==> config.mk <==
export PLATFORM = sky130hd
export DESIGN_NAME = alu_req_arbiter_flat
export DESIGN_NICKNAME = d
export VERILOG_FILES = /design/src/rtl/alu_req_arbiter_pkg.sv /design/src/rtl/alu_req_arbiter_if.sv /design/src/rtl/alu_req_arbiter_rr_arbiter.sv /design/src/rtl/alu_req_arbiter.sv /design/src/flat_wrapper.sv
export SDC_FILE = /design/constraint.sdc
export NUM_CORES = 1
export LEC_CHECK = 0
export BUFFER_PORTS_ARGS = -buffer_cell sky130_fd_sc_hd__buf_2
export CORE_AREA = 2 2 110 112
export CTS_CLUSTER_DIAMETER = 80
export CTS_CLUSTER_SIZE = 12
export DETAILED_ROUTE_END_ITERATION = 7
export DIE_AREA = 0 0 112 114
export GPL_ROUTABILITY_DRIVEN = 0
export SYNTH_ARGS = -nofsm -noshare
export SYNTH_HDL_FRONTEND = slang
export SYNTH_SLANG_ARGS = --single-unit
export TNS_END_PERCENT = 10
==> constraint.sdc <==
create_clock -name clk -period 3.49 [get_ports clk]
set_clock_uncertainty 0.15 [all_clocks]
set_input_delay 0.349 -clock clk [delete_from_list [all_inputs] [get_ports clk]]
set_output_delay 0.349 -clock clk [all_outputs]
set_load 0.01 [all_outputs]
==> src/rtl/alu_req_arbiter_pkg.sv <==
// Shared definitions for the ALU request arbiter slice.
// Holds the datapath width, the Arith opcode encoding, the arbiter FSM
// state type and a helper giving the execute time of each opcode.
package alu_req_arbiter_pkg;

    localparam int DATA_WIDTH = 8;

    typedef enum logic [2:0] {
        ALU_OP_ADD = 3'd0,
        ALU_OP_SUB = 3'd1,
        ALU_OP_INC = 3'd2,
        ALU_OP_DEC = 3'd3,
        ALU_OP_SHL = 3'd4,
        ALU_OP_SHR = 3'd5,
        ALU_OP_MUL = 3'd6,
        ALU_OP_DIV = 3'd7
    } enum_alu_opcode_t;

    typedef enum logic [1:0] {
        IDLE = 2'd0,
        EXEC = 2'd1,
        RESP = 2'd2
    } enum_arb_state_t;

    // Number of EXEC cycles the operands must be held on the Arith unit.
    function automatic int op_latency(enum_alu_opcode_t op, int multi_cycles);
        case (op)
            ALU_OP_MUL, ALU_OP_DIV: return multi_cycles;
            default:                return 1;
        endcase
    endfunction

endpackage

==> src/rtl/alu_req_arbiter_if.sv <==
// Requester-side bus of the ALU request arbiter.
// Ports (per requester unless noted):
//   req_valid/req_ready  request handshake, req_a/req_b/req_carry/req_op operands
//   resp_valid/resp_ready response handshake
//   resp_data/resp_flag/resp_err shared result bus (valid for the resp_valid bit)
//
// Handshake: a transfer happens on a rising clock edge where valid and ready
// are both high for the same requester. req_ready is one-hot and may rise
// only while the arbiter is idle; resp_valid is one-hot and, once high, stays
// high with stable resp_data/resp_flag/resp_err until resp_ready of that
// requester is seen high on an edge.
interface alu_req_arbiter_if
    import alu_req_arbiter_pkg::*;
#(
    parameter int NUM_REQ = 4
);
    logic [NUM_REQ-1:0]                 req_valid;
    logic [NUM_REQ-1:0]                 req_ready;
    logic [NUM_REQ-1:0][DATA_WIDTH-1:0] req_a;
    logic [NUM_REQ-1:0][DATA_WIDTH-1:0] req_b;
    logic [NUM_REQ-1:0]                 req_carry;
    enum_alu_opcode_t [NUM_REQ-1:0]     req_op;
    logic [NUM_REQ-1:0]                 resp_valid;
    logic [NUM_REQ-1:0]                 resp_ready;
    logic [DATA_WIDTH-1:0]              resp_data;
    logic [1:0]                         resp_flag;
    logic                               resp_err;

    modport master (
        output req_valid, req_a, req_b, req_carry, req_op, resp_ready,
        input  req_ready, resp_valid, resp_data, resp_flag, resp_err
    );

    modport slave (
        input  req_valid, req_a, req_b, req_carry, req_op, resp_ready,
        output req_ready, resp_valid, resp_data, resp_flag, resp_err
    );
endinterface

==> src/rtl/alu_req_arbiter_rr_arbiter.sv <==
// Combinational round-robin grant selection.
// Ports:
//   req         request vector
//   ptr         highest-priority requester index
//   grant       one-hot grant (zero when no request)
//   grant_idx   index of the granted requester
//   grant_valid any request present
module rr_arbiter #(
    parameter int NUM_REQ = 4,
    parameter int IDX_W   = $clog2(NUM_REQ)
) (
    input  logic [NUM_REQ-1:0] req,
    input  logic [IDX_W-1:0]   ptr,
    output logic [NUM_REQ-1:0] grant,
    output logic [IDX_W-1:0]   grant_idx,
    output logic               grant_valid
);
    int k;

    // Scan offsets from farthest to nearest so the requester closest to
    // ptr (searching upward with wrap) is the last one written and wins.
    always_comb begin
        grant_idx   = '0;
        grant_valid = 1'b0;
        k           = 0;
        for (int i = NUM_REQ - 1; i >= 0; i--) begin
            k = int'(ptr) + i;
            if (k >= NUM_REQ) k = k - NUM_REQ;
            if (req[k]) begin
                grant_idx   = IDX_W'(k);
                grant_valid = 1'b1;
            end
        end
        grant = grant_valid ? (NUM_REQ'(1) << grant_idx) : '0;
    end
endmodule

==> src/rtl/alu_req_arbiter.sv <==
// Shares one combinational Arith unit between NUM_REQ requesters.
// Each operation is accepted (round-robin), executed with operands held on
// the Arith inputs for the opcode's latency, then returned registered to the
// winning requester. DIV by zero is answered with resp_err without ever
// reaching the Arith unit.
// Ports:
//   clk, rst_n            clock, asynchronous active-low reset
//   bus                   requester interface (slave side)
//   alu_in_a/alu_in_b/alu_carry/alu_opcode  to Arith
//   alu_out/alu_flag      from Arith
//   busy                  FSM not idle
//   state_dbg             current FSM state
module alu_req_arbiter
    import alu_req_arbiter_pkg::*;
#(
    parameter int NUM_REQ      = 4,
    parameter int MULTI_CYCLES = 2
) (
    input  logic                  clk,
    input  logic                  rst_n,
    alu_req_arbiter_if.slave      bus,
    output logic [DATA_WIDTH-1:0] alu_in_a,
    output logic [DATA_WIDTH-1:0] alu_in_b,
    output logic                  alu_carry,
    output enum_alu_opcode_t      alu_opcode,
    input  logic [DATA_WIDTH-1:0] alu_out,
    input  logic [1:0]            alu_flag,
    output logic                  busy,
    output enum_arb_state_t       state_dbg
);
    localparam int IDX_W = $clog2(NUM_REQ);
    localparam int CNT_W = (MULTI_CYCLES > 1) ? $clog2(MULTI_CYCLES) : 1;

    enum_arb_state_t       state;
    logic [IDX_W-1:0]      rr_ptr;
    logic [IDX_W-1:0]      owner;
    logic [CNT_W-1:0]      exec_cnt;
    logic [DATA_WIDTH-1:0] resp_data_q;
    logic [1:0]            resp_flag_q;
    logic                  resp_err_q;

    logic [NUM_REQ-1:0]    grant;
    logic [IDX_W-1:0]      grant_idx;
    logic                  grant_valid;
    logic                  div_zero;

    rr_arbiter #(.NUM_REQ(NUM_REQ), .IDX_W(IDX_W)) u_rr (
        .req         (bus.req_valid),
        .ptr         (rr_ptr),
        .grant       (grant),
        .grant_idx   (grant_idx),
        .grant_valid (grant_valid)
    );

    assign div_zero = (bus.req_op[grant_idx] == ALU_OP_DIV) && (bus.req_b[grant_idx] == '0);

    // Accept strobe is forced low during reset so no requester sees a phantom grant.
    assign bus.req_ready  = (rst_n && state == IDLE) ? grant : '0;
    assign bus.resp_valid = (state == RESP) ? (NUM_REQ'(1) << owner) : '0;
    assign bus.resp_data  = resp_data_q;
    assign bus.resp_flag  = resp_flag_q;
    assign bus.resp_err   = resp_err_q;
    assign busy           = (state != IDLE);
    assign state_dbg      = state;

    // The alu_* registers double as the operand latch: they load only at an
    // accept that goes to EXEC, so they stay stable through EXEC and keep
    // their last value otherwise (a trapped divide leaves them untouched).
    always_ff @(posedge clk or negedge rst_n) begin
        if (!rst_n) begin
            state       <= IDLE;
            rr_ptr      <= '0;
            owner       <= '0;
            exec_cnt    <= '0;
            resp_data_q <= '0;
            resp_flag_q <= '0;
            resp_err_q  <= 1'b0;
            alu_in_a    <= '0;
            alu_in_b    <= '0;
            alu_carry   <= 1'b0;
            alu_opcode  <= ALU_OP_ADD;
        end else begin
            case (state)
                IDLE: begin
                    if (grant_valid) begin
                        owner <= grant_idx;
                        if (div_zero) begin
                            resp_data_q <= '0;
                            resp_flag_q <= '0;
                            resp_err_q  <= 1'b1;
                            state       <= RESP;
                        end else begin
                            alu_in_a   <= bus.req_a[grant_idx];
                            alu_in_b   <= bus.req_b[grant_idx];
                            alu_carry  <= bus.req_carry[grant_idx];
                            alu_opcode <= bus.req_op[grant_idx];
                            exec_cnt   <= CNT_W'(op_latency(bus.req_op[grant_idx], MULTI_CYCLES) - 1);
                            state      <= EXEC;
                        end
                    end
                end
                EXEC: begin
                    if (exec_cnt == '0) begin
                        resp_data_q <= alu_out;
                        resp_flag_q <= alu_flag;
                        resp_err_q  <= 1'b0;
                        state       <= RESP;
                    end else begin
                        exec_cnt <= exec_cnt - 1'b1;
                    end
                end
                RESP: begin
                    if (bus.resp_ready[owner]) begin
                        rr_ptr <= (owner == IDX_W'(NUM_REQ - 1)) ? '0 : owner + 1'b1;
                        state  <= IDLE;
                    end
                end
                default: state <= IDLE;
            endcase
        end
    end
endmodule

==> src/flat_wrapper.sv <==
// flat-port wrapper written by rule: the top's interface ports become plain ports
module alu_req_arbiter_flat import alu_req_arbiter_pkg::*;
#(
    parameter int NUM_REQ      = 4,
    parameter int MULTI_CYCLES = 2
)
  (clk, rst_n, alu_in_a, alu_in_b, alu_carry, alu_opcode, alu_out, alu_flag, busy, state_dbg, bus_req_valid, bus_req_a, bus_req_b, bus_req_carry, bus_req_op, bus_resp_ready, bus_req_ready, bus_resp_valid, bus_resp_data, bus_resp_flag, bus_resp_err);
  alu_req_arbiter_if #(.NUM_REQ(NUM_REQ)) bus_i ();
  input  logic clk;
  input  logic rst_n;
  output logic [DATA_WIDTH-1:0] alu_in_a;
  output logic [DATA_WIDTH-1:0] alu_in_b;
  output logic alu_carry;
  output enum_alu_opcode_t alu_opcode;
  input  logic [DATA_WIDTH-1:0] alu_out;
  input  logic [1:0] alu_flag;
  output logic busy;
  output enum_arb_state_t state_dbg;
  input wire logic [$bits(bus_i.req_valid)-1:0] bus_req_valid;
  input wire logic [$bits(bus_i.req_a)-1:0] bus_req_a;
  input wire logic [$bits(bus_i.req_b)-1:0] bus_req_b;
  input wire logic [$bits(bus_i.req_carry)-1:0] bus_req_carry;
  input wire logic [$bits(bus_i.req_op)-1:0] bus_req_op;
  input wire logic [$bits(bus_i.resp_ready)-1:0] bus_resp_ready;
  output wire logic [$bits(bus_i.req_ready)-1:0] bus_req_ready;
  output wire logic [$bits(bus_i.resp_valid)-1:0] bus_resp_valid;
  output wire logic [$bits(bus_i.resp_data)-1:0] bus_resp_data;
  output wire logic [$bits(bus_i.resp_flag)-1:0] bus_resp_flag;
  output wire logic [$bits(bus_i.resp_err)-1:0] bus_resp_err;
  assign bus_i.req_valid = bus_req_valid;
  assign bus_i.req_a = bus_req_a;
  assign bus_i.req_b = bus_req_b;
  assign bus_i.req_carry = bus_req_carry;
  assign bus_i.req_op = bus_req_op;
  assign bus_i.resp_ready = bus_resp_ready;
  assign bus_req_ready = bus_i.req_ready;
  assign bus_resp_valid = bus_i.resp_valid;
  assign bus_resp_data = bus_i.resp_data;
  assign bus_resp_flag = bus_i.resp_flag;
  assign bus_resp_err = bus_i.resp_err;
  alu_req_arbiter #(.NUM_REQ(NUM_REQ), .MULTI_CYCLES(MULTI_CYCLES)) u_core (.clk(clk), .rst_n(rst_n), .bus(bus_i), .alu_in_a(alu_in_a), .alu_in_b(alu_in_b), .alu_carry(alu_carry), .alu_opcode(alu_opcode), .alu_out(alu_out), .alu_flag(alu_flag), .busy(busy), .state_dbg(state_dbg));
endmodule
==> summary.md <==
| Metric | Value |
|---|---|
| Status | finished clean |
| Initial antenna violation count | 1 |
| Worst slew pin tran | between 800 and 900 ps |
| GRT overflow | 0 |
| Hold Buf Count CTS | 0 |
| Core area | about 12,000 um^2 |
| Clock Path Buffers | 2 |
| Post-synthesis mux area share | 10.55% |
| Top-area cell type share of the netlist area | 36.29% |
| DR iter-0 viols | 106 |
| Core Rows | 40 |
| MaxCap Viol Count | 0 |
| Final min period | 3259 ps |
| Worst VDD drop | ~0.25 mV |
| Reg2Reg Setup Slack | 230 ps |
| DRC errors left | 0 |
| Die Span Y | approximately 110 um |
| Antenna Cells | 0 |
| Detailed Route WL | a little under 9000 um |
| Endpoint class of the critical path | register |
| Largest cells by area after synthesis | dfrtp_1, nand2_1, mux2i_1 |
| Post-synthesis sequential area ratio | 36.29% |
| Initial core utilization | 22.37% |
| Area leader, netlist | dfrtp_1 |
| Clk root buf | clkbuf_16 |
| Setup_tns | 0 ps |
| Rel. slew slack | 41.19% |
| Hold crit path type | in -> async |
| Vias per cell | 4.713 |
| PortBufs | 141 |
| Placed insts | 571 |
| Ys async rst share | 100.0% |
| Vias in the first global route | roughly 2,700 |
| HPWL Detailed | 6926 um |
| Number of flops mapped to enable cells by yosys | 0 |
| Fin. Hold Viols | 0 |
| Setup bufs post-CTS | 0 |
| Die X | 112 um |
| Startpoint type of the worst setup path | register |
| Synth Area in Adders | approximately 1.9% |
| Synthesis warning total | 0 |
| Gates resized, CTS repair | 0 |
| Max Transition Viols Final | 0 |
| Main synth FF type | dfrtp_1 |
| Clk slew on worst S/H paths | 60 ps |
| Mapped Nets | ~400 |
| Pin count of the biggest net entering global routing | 39 |
| Compound-Gate Fraction of Synth Area | 22.83% |
| Min Hold Slack | 20.91 ps |
| Worst Path Required | 3510 ps |
| Top Ports | 142 |
| Clock Latency Late Sink | 280 ps |
| Initial DRT Pass Iterations | 4 |
| First-pass GRT wire length | 13,790 um |
| RSZ-0062 raised after global routing | no |
| Post-route insts no fill | 578 |
| Post-Synth Simple-Gate Area | 23.30% |
| CTS Sinks | 38 |
| Xor/xnor share of the synthesized area | 0% |
| Lkg Pwr | 1.844 nW |
| Layout cells sized above 1 | 41.53% |
| Fmax | 306.8 MHz |
| Area added between synthesis and finish | 40.02% |
| Reg2Reg Depth | 10 |
| Via count | 2,724 |
| H-tree Lvls | 2 |
| WS Path Type | reg -> reg |
| Mapped cell area | 2620 um^2 |
| Final Setup Violations | 0 |
| Synthesized flop and latch total | 38 |
| GRT Total Usage | 13.54% |
| TritonCTS clock tree | built |
| Post-synth cell types | 44 |
| Die Area | 12,770 um^2 |
| Crit path max fanout | 21 |
| Power Density | 841.0 nW/um^2 |
| Syn Inst Count | just under 300 |
| Worst path arrival time | 3280 ps |
| Largest family of logic cells by synthesized area | simple AND/OR/NAND/NOR gates |
| Tcrit/Tclk final | about 93% |
| Syn Area/Cell | 8.973 um^2 |
| Final #Nets | roughly 540 |
| CTS buffer count | 5 |
| Wire per inst | ~15 um |
| Post-DRT Antenna Nets | 0 |
-- worst paths after layout --
path | to | startpoint
worst min register to register | u_core.alu_in_b[2]$_DFFE_PN0P_ | u_core.alu_in_b[2]$_DFFE_PN0P_
worst max-delay path | u_core.exec_cnt$_DFFE_PN0P_ | u_core.rr_ptr[1]$_DFFE_PN0P_
max in group asynchronous | u_core.bus.resp_data[6]$_DFFE_PN0P_ | rst_n
worst min-delay path | u_core.alu_in_a[0]$_DFFE_PN0P_ | rst_n
worst max register to register | u_core.exec_cnt$_DFFE_PN0P_ | u_core.rr_ptr[1]$_DFFE_PN0P_
min in group clk | u_core.bus.resp_data[7]$_DFFE_PN0P_ | alu_out[7]
-- per-layer routing --
metal | share of wire, % | wire, um | up-vias | GRT usage [%]
li1 | - | - | 1343 | -
met1 | 44 | 3891 | 1281 | 16.47
met2 | 48 | 4212 | 84 | 24.00
met3 | 6.1 | 539 | 14 | 3.294
met4 | 1.8 | 158 | 2 | 3.740
met5 | 0.15 | 13 | - | 0
-- cell families (layout without fill, tap and decap cells) --
logic type,Yosys count,after routing
muxes,25,25
and+or+nand+nor,121,121
AOI/OAI and AO/OA,78,78
DFF,38,38
adders and majority gates,4,4
buffers and inverters,26,165
-- state kept, by name, indices dropped and copies added, names as in the netlist --
| register | count |
|---|---|
| u_core.bus.resp_data | 8 |
| u_core.alu_in_a | 8 |
| u_core.bus.resp_err | 1 |
| u_core.alu_carry | 1 |
| u_core.rr_ptr | 2 |
| u_core.exec_cnt | 1 |
| u_core.state_dbg | 2 |
| u_core.alu_in_b | 8 |
| u_core.alu_opcode | 3 |
| u_core.owner | 2 |
| u_core.bus.resp_flag | 2 |
-- synthesized netlist by cell type (4+ instances only) --
library cell,number
nand2_1,43
dfrtp_1,38
nand3_1,28
mux2i_1,16
clkbuf_1,14
o21ai_0,13
nand2b_1,12
a22o_1,11
o2bb2ai_1,11
a22oi_1,10
nor3_1,9
a211oi_1,8
nor3b_1,8
a21o_1,7
mux2_2,7
nor2_1,7
a21oi_1,5
and2_1,4
buf_6,4
ha_1,4
inv_1,4
-- worst max-delay path: stages (launching register included) --
cell and delay [ps]:
dfrtp_1 480, a21boi_1 120, o2bb2ai_2 420, or2_1 160
buf_4 280, buf_4 300, mux2i_1 110, mux2i_1 220
nand3_1 220, or2_2 350, a221o_1 300
-- layout by cell type, fill, tap and decap left out, types with 5 or more instances in the layout --
master	count
o21ai_0	13
nand2_1	43
a22oi_1	10
nor3_1	8
nor3b_1	8
mux2i_1	16
dfrtp_1	38
nor2_1	7
clkbuf_16	5
a21oi_1	5
nand3_1	28
mux2_2	7
a22o_1	11
buf_2	141
o2bb2ai_1	11
a21o_1	7
nand2b_1	12
a211oi_1	8
buf_4	13
-- per-stage QoR --
step           setup WS, ps  total power [mW]  instance area [um^2]  utilization (%)
3_5_place_dp          225.1             2.582                  3500            29.88
2_1_floorplan         591.5             1.998                  2620                -
6_report              230.9             3.085                  3669            31.32
4_1_cts               251.2             3.124                  3669            31.32
3_3_place_gp          433.9             2.519                  3500            29.88
5_1_grt               73.10             3.340                  3669            31.32
-- power breakdown --
part / switching [mW] / total (mW) / internal (mW)
Combinational: 0.928 / 1.68 / 0.755
Sequential: 0.209 / 0.875 / 0.666
Clock: 0.175 / 0.527 / 0.353
-- layout make-up --
| cell class | count | area (um^2) |
|---|---|---|
| inverters | 4 | 15.01 |
| repair buffers | 154 | 803.3 |
| clock buffers | 6 | 138.9 |
| fillers | 1267 | 8043 |
| multi-input cells | 228 | 1546 |
| flip-flops and latches | 38 | 950.9 |
| well taps | 147 | 183.9 |
| clock inverters | 1 | 30.03 |
Power figures use the tool's default switching activity.
